**config.mk**
```make
export PLATFORM = sky130hd
export DESIGN_NAME = ex_stage
export DESIGN_NICKNAME = d
export VERILOG_FILES = /design/src/rtl/ex_pkg.sv /design/src/rtl/mul_unit.sv /design/src/rtl/ex_stage.sv
export SDC_FILE = /design/constraint.sdc
export NUM_CORES = 2
export LEC_CHECK = 0
export CAP_MARGIN = 20
export CORE_AREA = 10 10 268 193
export DETAILED_ROUTE_END_ITERATION = 12
export DIE_AREA = 0 0 278 203
export MAX_ROUTING_LAYER = met4
export PLACE_DENSITY = 0.86
export SYNTH_ARGS = -nofsm -noshare
export SYNTH_HDL_FRONTEND = slang
export SYNTH_SLANG_ARGS = --single-unit
export TNS_END_PERCENT = 1
```
**constraint.sdc**
```tcl
create_clock -name clk -period 7 [get_ports clk]
set_clock_uncertainty 0.05 [all_clocks]
set_input_delay 1.4 -clock clk [delete_from_list [all_inputs] [get_ports clk]]
set_output_delay 1.4 -clock clk [all_outputs]
set_load 0.03 [all_outputs]
```
**src/rtl/ex_pkg.sv**
```systemverilog
// Shared encodings for the execute stage: ALU select codes, branch funct3 codes
// and the multiplier sequencer state type.
package ex_pkg;

    typedef enum logic [3:0] {
        ALU_ADD   = 4'd0,
        ALU_SUB   = 4'd1,
        ALU_AND   = 4'd2,
        ALU_OR    = 4'd3,
        ALU_XOR   = 4'd4,
        ALU_SLL   = 4'd5,
        ALU_SRL   = 4'd6,
        ALU_SRA   = 4'd7,
        ALU_SLT   = 4'd8,
        ALU_SLTU  = 4'd9,
        ALU_MUL   = 4'd10,
        ALU_MULH  = 4'd11,
        ALU_MULHU = 4'd12,
        ALU_PASSB = 4'd13
    } alu_op_e;

    typedef enum logic [2:0] {
        F3_BEQ  = 3'b000,
        F3_BNE  = 3'b001,
        F3_BLT  = 3'b100,
        F3_BGE  = 3'b101,
        F3_BLTU = 3'b110,
        F3_BGEU = 3'b111
    } br_funct3_e;

    typedef enum logic [1:0] {
        MUL_IDLE = 2'd0,
        MUL_BUSY = 2'd1,
        MUL_DONE = 2'd2
    } mul_state_e;

    localparam logic [4:0] MUL_LAST_STEP = 5'd31;

endpackage

```
**src/rtl/mul_unit.sv**
```systemverilog
// Sequential 32x32 multiplier: radix-2 shift-add over 32 BUSY cycles into a
// 64-bit accumulator; signed MULH is done on magnitudes with a final negate.
//
// state    | meaning
// MUL_IDLE | waiting for start
// MUL_BUSY | one shift-add step per cycle, step_cnt counts down to 0
// MUL_DONE | product valid on result for one cycle
module mul_unit
    import ex_pkg::*;
(
    input  logic        clk,
    input  logic        reset,
    input  logic        start,
    input  logic [3:0]  op,
    input  logic [31:0] a,
    input  logic [31:0] b,
    output logic        busy,
    output logic        done,
    output logic [31:0] result
);
    mul_state_e  state_q, state_d;
    logic [4:0]  step_cnt;
    logic [63:0] acc;
    logic [63:0] mcand;
    logic [31:0] mplier;
    logic        neg_q;
    logic [3:0]  op_q;
    logic        op_signed;
    logic [31:0] mag_a, mag_b;
    logic [63:0] product;

    assign op_signed = (op == ALU_MULH);
    assign mag_a     = (op_signed && a[31]) ? (32'd0 - a) : a;
    assign mag_b     = (op_signed && b[31]) ? (32'd0 - b) : b;

    always_ff @(posedge clk) begin
        if (reset) state_q <= MUL_IDLE;
        else       state_q <= state_d;
    end

    always_comb begin
        state_d = state_q;
        case (state_q)
            MUL_IDLE: if (start) state_d = MUL_BUSY;
            MUL_BUSY: if (step_cnt == 5'd0) state_d = MUL_DONE;
            MUL_DONE: state_d = MUL_IDLE;
            default:  state_d = MUL_IDLE;
        endcase
    end

    always_ff @(posedge clk) begin
        if (reset) begin
            step_cnt <= 5'd0;
            acc      <= 64'd0;
            mcand    <= 64'd0;
            mplier   <= 32'd0;
            neg_q    <= 1'b0;
            op_q     <= 4'd0;
        end else if (state_q == MUL_IDLE && start) begin
            step_cnt <= MUL_LAST_STEP;
            acc      <= 64'd0;
            mcand    <= {32'd0, mag_a};
            mplier   <= mag_b;
            neg_q    <= op_signed && (a[31] ^ b[31]);
            op_q     <= op;
        end else if (state_q == MUL_BUSY) begin
            if (mplier[0]) acc <= acc + mcand;
            mcand    <= mcand << 1;
            mplier   <= mplier >> 1;
            step_cnt <= step_cnt - 5'd1;
        end
    end

    assign product = neg_q ? (64'd0 - acc) : acc;
    assign busy    = (state_q == MUL_BUSY);
    assign done    = (state_q == MUL_DONE);

    always_comb begin
        result = 32'd0;
        case (op_q)
            ALU_MUL:             result = product[31:0];
            ALU_MULH, ALU_MULHU: result = product[63:32];
            default:             result = 32'd0;
        endcase
    end

endmodule

```
**src/rtl/ex_stage.sv**
```systemverilog
// Execute stage: inline ALU and branch compare, jump/branch redirect, and the
// EX/MEM pipeline register; multiplies stall the front end via mul_unit.
module ex_stage
    import ex_pkg::*;
(
    input  logic        clk,
    input  logic        reset,
    input  logic        mem_read_n,
    input  logic        mem_write_n,
    input  logic        mem_to_reg_n,
    input  logic        jumpl_n,
    input  logic        branch_n,
    input  logic [31:0] A,
    input  logic [31:0] B,
    input  logic [31:0] PC_n2,
    input  logic [31:0] PC_in2,
    input  logic [31:0] rs2data,
    input  logic [31:0] instr_n,
    input  logic [3:0]  alu_select,
    output logic        stall,
    output logic        redirect,
    output logic [31:0] redirect_pc,
    output logic        mem_read_m,
    output logic        mem_write_m,
    output logic        mem_to_reg_m,
    output logic        reg_write_m,
    output logic [31:0] result_m,
    output logic [31:0] store_data_m,
    output logic [4:0]  rd_m
);
    logic        bubble;
    logic        mul_op;
    logic        mul_start, mul_busy, mul_done;
    logic [31:0] mul_result;
    logic [31:0] alu_y;
    logic        br_taken;
    logic        take;
    logic [31:0] b_imm;
    logic [31:0] target;
    logic        unused_instr;

    assign bubble       = (instr_n == 32'd0);
    assign mul_op       = (alu_select == ALU_MUL) || (alu_select == ALU_MULH) ||
                          (alu_select == ALU_MULHU);
    assign mul_start    = mul_op && !bubble;
    // Issue cycle stalls only while the unit is idle; DONE releases the front end.
    assign stall        = mul_busy || (mul_start && !mul_done);
    assign unused_instr = ^{instr_n[24:15], instr_n[6:0]};

    mul_unit u_mul (
        .clk    (clk),
        .reset  (reset),
        .start  (mul_start),
        .op     (alu_select),
        .a      (A),
        .b      (B),
        .busy   (mul_busy),
        .done   (mul_done),
        .result (mul_result)
    );

    always_comb begin
        alu_y = 32'd0;
        case (alu_select)
            ALU_ADD:   alu_y = A + B;
            ALU_SUB:   alu_y = A - B;
            ALU_AND:   alu_y = A & B;
            ALU_OR:    alu_y = A | B;
            ALU_XOR:   alu_y = A ^ B;
            ALU_SLL:   alu_y = A << B[4:0];
            ALU_SRL:   alu_y = A >> B[4:0];
            ALU_SRA:   alu_y = $signed(A) >>> B[4:0];
            ALU_SLT:   alu_y = {31'd0, ($signed(A) < $signed(B))};
            ALU_SLTU:  alu_y = {31'd0, (A < B)};
            ALU_PASSB: alu_y = B;
            default:   alu_y = 32'd0;
        endcase
    end

    always_comb begin
        br_taken = 1'b0;
        case (instr_n[14:12])
            F3_BEQ:  br_taken = (A == rs2data);
            F3_BNE:  br_taken = (A != rs2data);
            F3_BLT:  br_taken = ($signed(A) < $signed(rs2data));
            F3_BGE:  br_taken = ($signed(A) >= $signed(rs2data));
            F3_BLTU: br_taken = (A < rs2data);
            F3_BGEU: br_taken = (A >= rs2data);
            default: br_taken = 1'b0;
        endcase
    end

    assign b_imm  = {{20{instr_n[31]}}, instr_n[7], instr_n[30:25], instr_n[11:8], 1'b0};
    assign target = jumpl_n ? ((A + B) & ~32'h1) : (PC_in2 + b_imm);
    assign take   = !bubble && !stall && !mul_op && (jumpl_n || (branch_n && br_taken));

    always_ff @(posedge clk) begin
        if (reset) begin
            redirect     <= 1'b0;
            redirect_pc  <= 32'd0;
            mem_read_m   <= 1'b0;
            mem_write_m  <= 1'b0;
            mem_to_reg_m <= 1'b0;
            reg_write_m  <= 1'b0;
            result_m     <= 32'd0;
            store_data_m <= 32'd0;
            rd_m         <= 5'd0;
        end else begin
            redirect <= take;
            if (take) redirect_pc <= target;
            if (bubble || stall) begin
                mem_read_m   <= 1'b0;
                mem_write_m  <= 1'b0;
                mem_to_reg_m <= 1'b0;
                reg_write_m  <= 1'b0;
                result_m     <= 32'd0;
                store_data_m <= 32'd0;
                rd_m         <= 5'd0;
            end else begin
                mem_read_m   <= mem_read_n;
                mem_write_m  <= mem_write_n;
                mem_to_reg_m <= mem_to_reg_n;
                reg_write_m  <= !mem_write_n && !branch_n;
                result_m     <= jumpl_n ? PC_n2 : (mul_op ? mul_result : alu_y);
                store_data_m <= rs2data;
                rd_m         <= instr_n[11:7];
            end
        end
    end

endmodule

```
# == After elaboration in Yosys (flattened, before gate mapping) ==
# Index checks and enable logic that the tools add are counted.
# word_totals
register_bits,278
out_inout_bits,107
in_bits,203
word_cells,116
# op_classes
shift,3
n_bitwise,4
muxes,18
n_lt_le_gt_ge,6
n_addsub,8
reduce_logical,33
eq_ne,27
# ops
operator,n
32-bit case mux with 11 select lines,1
32-bit 2-to-1 mux,9
32-bit less-than comparator,4
32-bit adder,2
64-bit adder,1
32-bit >= comparator,2
64-bit 2-to-1 mux,1
32-bit case mux with 2 select lines,1
1-bit by 32-bit subtractor with 32-bit output (first input constant),2
1-bit by 64-bit subtractor with 64-bit output (first input constant),1
4-bit == test (second input constant),9
32-bit AND,1
32-bit == test,1
32-bit logical NOT,1
32-bit inequality test,1
32-bit bitwise OR,1
32-bit by 5-bit left shift with 32-bit output,1
32-bit by 5-bit right shift with 32-bit output,1
32-bit by 5-bit >>> shifter with 32-bit output,1
32-bit subtractor,1
32-bit bitwise XOR,1
4-bit by 3-bit == test with 1-bit output (second input constant),4
3-bit == test (second input constant),4
1-bit logical AND,11
other kinds (22),37

# == Depth between registers and ports, before layout ==
# depth
word_depth,10
ltp_mapped,17
mapped_depth_nobuf,15

# == Hierarchy ==
# From an unflattened synthesis, not the netlist that was laid out.
# hier_totals
cells_unflattened,3788
area_unflattened_um2,27685.3
# modules_own_cells
module,n_inst,cells_per_inst,area_per_inst_um2,seq_area_each_um2
ex_stage,1,2019,14873.0,2122.0
mul_unit,1,1769,12812.3,3443.3

# == Worst setup path after synthesis ==
# No wires, ideal clock.
# synth_timing
path_kind,input to register
start,input B[1]
end,register redirect_pc[25]
setup_ps,132
setup_slack_ps,1210
t_arrival_ps,5608
t_required_ps,6818
path_buffers,4
path_stages,17
path_cell_list,clkbuf_1 inv_1 clkbuf_1 buf_1 clkbuf_1 ha_1 a211oi_1 o211ai_1 nand3_1 o41ai_1 a21oi_1 or4_1 o21a_1 nand3_1 o311ai_0 a211oi_1 nor3_1
# synth_between
elab_chain_len,2
# synth_rtl
element,line_no,rtl
from (decl),ex_stage.sv:14,"input logic [31:0] B,"
32-bit adder,ex_stage.sv:94,assign target = jumpl_n ? ((A + B) & ~32'h1) : (PC_in2 + b_imm);
32-bit 2-to-1 mux,ex_stage.sv:94,
to (signal assigned),ex_stage.sv:110,if (take) redirect_pc <= target;
to (decl),ex_stage.sv:22,"output logic [31:0] redirect_pc,"
# Every way passes these cells.
# A chain may end at the register's enable or synchronous reset.

# == Worst setup path after layout ==
# layout_timing
start,input instr_n[13]
end,output stall
# layout_between
elab_chain_len,5
# layout_rtl
element,line_no,rtl
from (decl),ex_stage.sv:18,"input logic [31:0] instr_n,"
32-bit logical NOT,ex_stage.sv:42,assign bubble = (instr_n == 32'd0);
1-bit logical NOT,ex_stage.sv:45,assign mul_start = mul_op && !bubble;
1-bit logical AND,ex_stage.sv:45,
1-bit logical AND,ex_stage.sv:47,assign stall = mul_busy || (mul_start && !mul_done);
1-bit logical OR,ex_stage.sv:47,
to (decl),ex_stage.sv:20,"output logic stall,"
# Every way passes these cells.

==> flow_metrics.tcl <==
set metrics [dict create \
    synthTopCellsByArea "dfxtp_1 (20%), ha_1 (10%), nand2_1 (6.7%)" \
    cts.repair.resized 0 \
    clock_latency_ns 0.60 \
    timing.final.crit_share_pct 83.6 \
    peakVddDrop_uv 210 \
    crit_arrival_ns 4.40 \
    synth_top_area_share_pct 20.4 \
    initial_utilization_pct 58.9 \
    grt_usage_pct 41.3 \
    grt_pass1_wl_mm 178 \
    post_cts_buffers 0 \
    place_congestion 1.16 \
    fp.dieW_um 278 \
    routedWlPerCell_um 26.5 \
    cts_buffers 30 \
    cp_max_fo 5 \
    coreArea_mm2 0.0462 \
    syn2layout_area_growth_pct 16.4 \
    yosysSeqAreaShare_pct 20.4 \
    via_count 31477 \
    die_area_mm2 0.0564 \
    io_pins 310 \
    rsz0062_at_grt "no" \
    final_util_pct 68.5 \
    synth_ff_type "dfxtp_1" \
    critical_path.max_stage_delay_ns 0.65 \
    switching_share_pct 37.3 \
    cts.clk_slew.worst_paths_ns 0.07 \
    worstSetupEndpointType "output pin" \
    hpwl_mm 94.6 \
    postSynth.asyncResetShare_pct 0 \
    combPwrFrac_pct 35.4 \
    port_buffers 309 \
    power_leakage_uw 0.0127 \
    crit_chain "clkdlybuf4s50_1 -> nor4_1 -> nand4_1 -> o21ai_0 -> and2_1 -> or2_2 -> o21ai_0 -> clkdlybuf4s50_1" \
    start_kind "primary input" \
    antenna_found_initial 7 \
    grt_pass1_vias 27946 \
    ys_ff_latch 278 \
    cp_top_family "buffers and inverters" \
    grt-ovfl-total 0 \
    synth_edf_count 0 \
    tightest_slew_ns 1.23 \
    pwr_density_cell_mw_per_mm2 166 \
    hp-start "u_mul.mplier[18]$_SDFFE_PP0P_" \
    grt_max_degree 83 \
    nNetsFinal 4384 \
    relSlewSlack_pct 17.1 \
    cts.sinks 278 \
    slew_violations 0 \
    ctsHoldBuffers 0 \
    cts_tree "built" \
    totalWireLength_mm 121 \
    hold_violations 0 \
    synthCells 3797 \
    max_clock_freq_mhz 171 \
    p_clk_share_pct 31.7 \
    viasPerCell 6.86 \
    maxCapViolCount 0 \
    core.rowCount 66 \
    netlist-cell-type-count 81 \
    drt-initial-drc-count 5344 \
    setup_tns_ns 0 \
    clock_path_buffers 3 \
    first_pass_iters 10 \
    antenna_left 0 \
    cp_slowest_cell "clkdlybuf4s50_1" \
    chipHeight_um 203 \
    critPathKind "in -> out" \
    yosys.area.top_type "dfxtp_1" \
    avgSynthCellArea_um2 7.17 \
    status "complete, no violations" \
    crit_required_ns 5.55 \
    synth_warnings 0 \
    critPathLaunch "instr_n[13]" \
    setup_viol 0 \
    synth_area_mm2 0.0272 \
    cts_root_buf "clkbuf_16" \
    internal_power_uw 3300 \
    min_path_type "reg -> reg" \
    period_minus_slack_ns 5.85 \
    seqPwrFrac_pct 32.9 \
    r2r_start "u_mul.acc[26]$_SDFFE_PP0P_" \
    cts.htree.levels 1 \
    layout-drive-gt1-share_pct 5.06 \
    drc_errors 0 \
    synthesis.nets 4231 \
    power_switching_uw 1970 \
    path_buf_inv 2 \
]
Yosys cell counts, drive strengths merged (61+ instances only):
cell type,number
dfxtp,278
nand2,483
nor2,433
xor2,73
mux2i,76
o21ai,248
a21oi,353
nand3,61
inv,162
a21o,70
clkbuf,225
xnor2,170
ha,227
cell families after synthesis:
family	count (synthesis)	synth area share (%)
xor+xnor	243	7.82
buf+inv	429	5.96
flops	278	20.4
simple gates	1292	21.0
fa+ha+maj	231	10.7
mux	107	4.95
compound gates	1217	29.1
stage by stage:
stage	hold WS [ns]	setup slack [ns]	instances	cell area (um2)	power (uW)
final	0.427	1.15	4590	31700	5270
after global routing	0.439	1.03	4588	31700	5430
after CTS	0.427	1.21	4580	31700	5190
after floorplan	0.398	1.21	3797	27200	2840
after global placement	0.406	1.21	4529	30700	3530
after detailed placement	0.413	1.10	4529	30700	3540
layer usage:
metal	track usage, %	wire length, um
met5	-	0
met3	16.4	19900
met4	14.0	4780
met1	56.4	50300
met2	53.8	46600
state kept, by name (all words and copies together) (netlist names):
signal and flops:
u_mul.step_cnt 5, rd_m 5, u_mul.state_q 2, u_mul.mcand 64, u_mul.op_q 4, reg_write_m 1, mem_write_m 1, u_mul.neg_q 1
store_data_m 32, redirect_pc 32, result_m 32, redirect 1, u_mul.mplier 32, u_mul.acc 64, mem_to_reg_m 1, mem_read_m 1
worst register-to-register path, cell delays in order, from the launching register on:
cell and delay [ns]:
dfxtp_1 0.43, or4_4 0.59, or3_1 0.46, nand2b_4 0.20, or3_4 0.36, or4_4 0.60
o41ai_4 0.24, xor2_1 0.46, o22ai_1 0.22, a221oi_2 0.72, a21oi_1 0.15
power groups by stage:
stage / Sequential [uW] / Clock [uW] / Combinational [uW]
after floorplan: 1870 / 0 / 972
after global placement: 1760 / 0 / 1760
after CTS: 1730 / 1670 / 1790
final: 1730 / 1670 / 1870
after global routing: 1740 / 1730 / 1960
after detailed placement: 1760 / 0 / 1770
layout by cell type, fill, tap and decap left out, types with 32 or more instances in the layout:
cell type and instances:
xor2_1 73, a311oi_1 59, or3_1 32, mux2i_1 76, nor3_1 54, nor2_1 432
a211oi_1 60, xnor2_1 170, dfxtp_1 277, a21o_1 70, nand3_1 61, nor4_1 48
o21ai_0 246, clkdlybuf4s50_1 304, o22ai_1 32, a221oi_1 37, o31ai_1 50, ha_1 227
buf_4 78, o211ai_1 33, inv_1 160, a21oi_1 353, nand2_1 481, nand4_1 45
a31oi_1 41
path summary, 6_finish.rpt:
check | depth (start not counted) | slack [ns] | end
worst max register to register | 10 | 2.38 | result_m[23]$_SDFF_PP0_
worst max-delay path | 8 | 1.15 | stall
worst min-delay path | 2 | 0.43 | u_mul.mplier[17]$_SDFFE_PP0P_
worst min register to register | 2 | 0.43 | u_mul.mplier[17]$_SDFFE_PP0P_
final cells by class:
type	count	area, um2
tap	612	766
clock buffer	40	850
fill	4064	14600
timing repair buffer	386	3650
multi-input combinational	3090	20100
sequential	278	5570
inverter	164	616
antenna	9	22.5
clock inverter	11	140
Note: power is estimated with default switching activity, not from simulation.
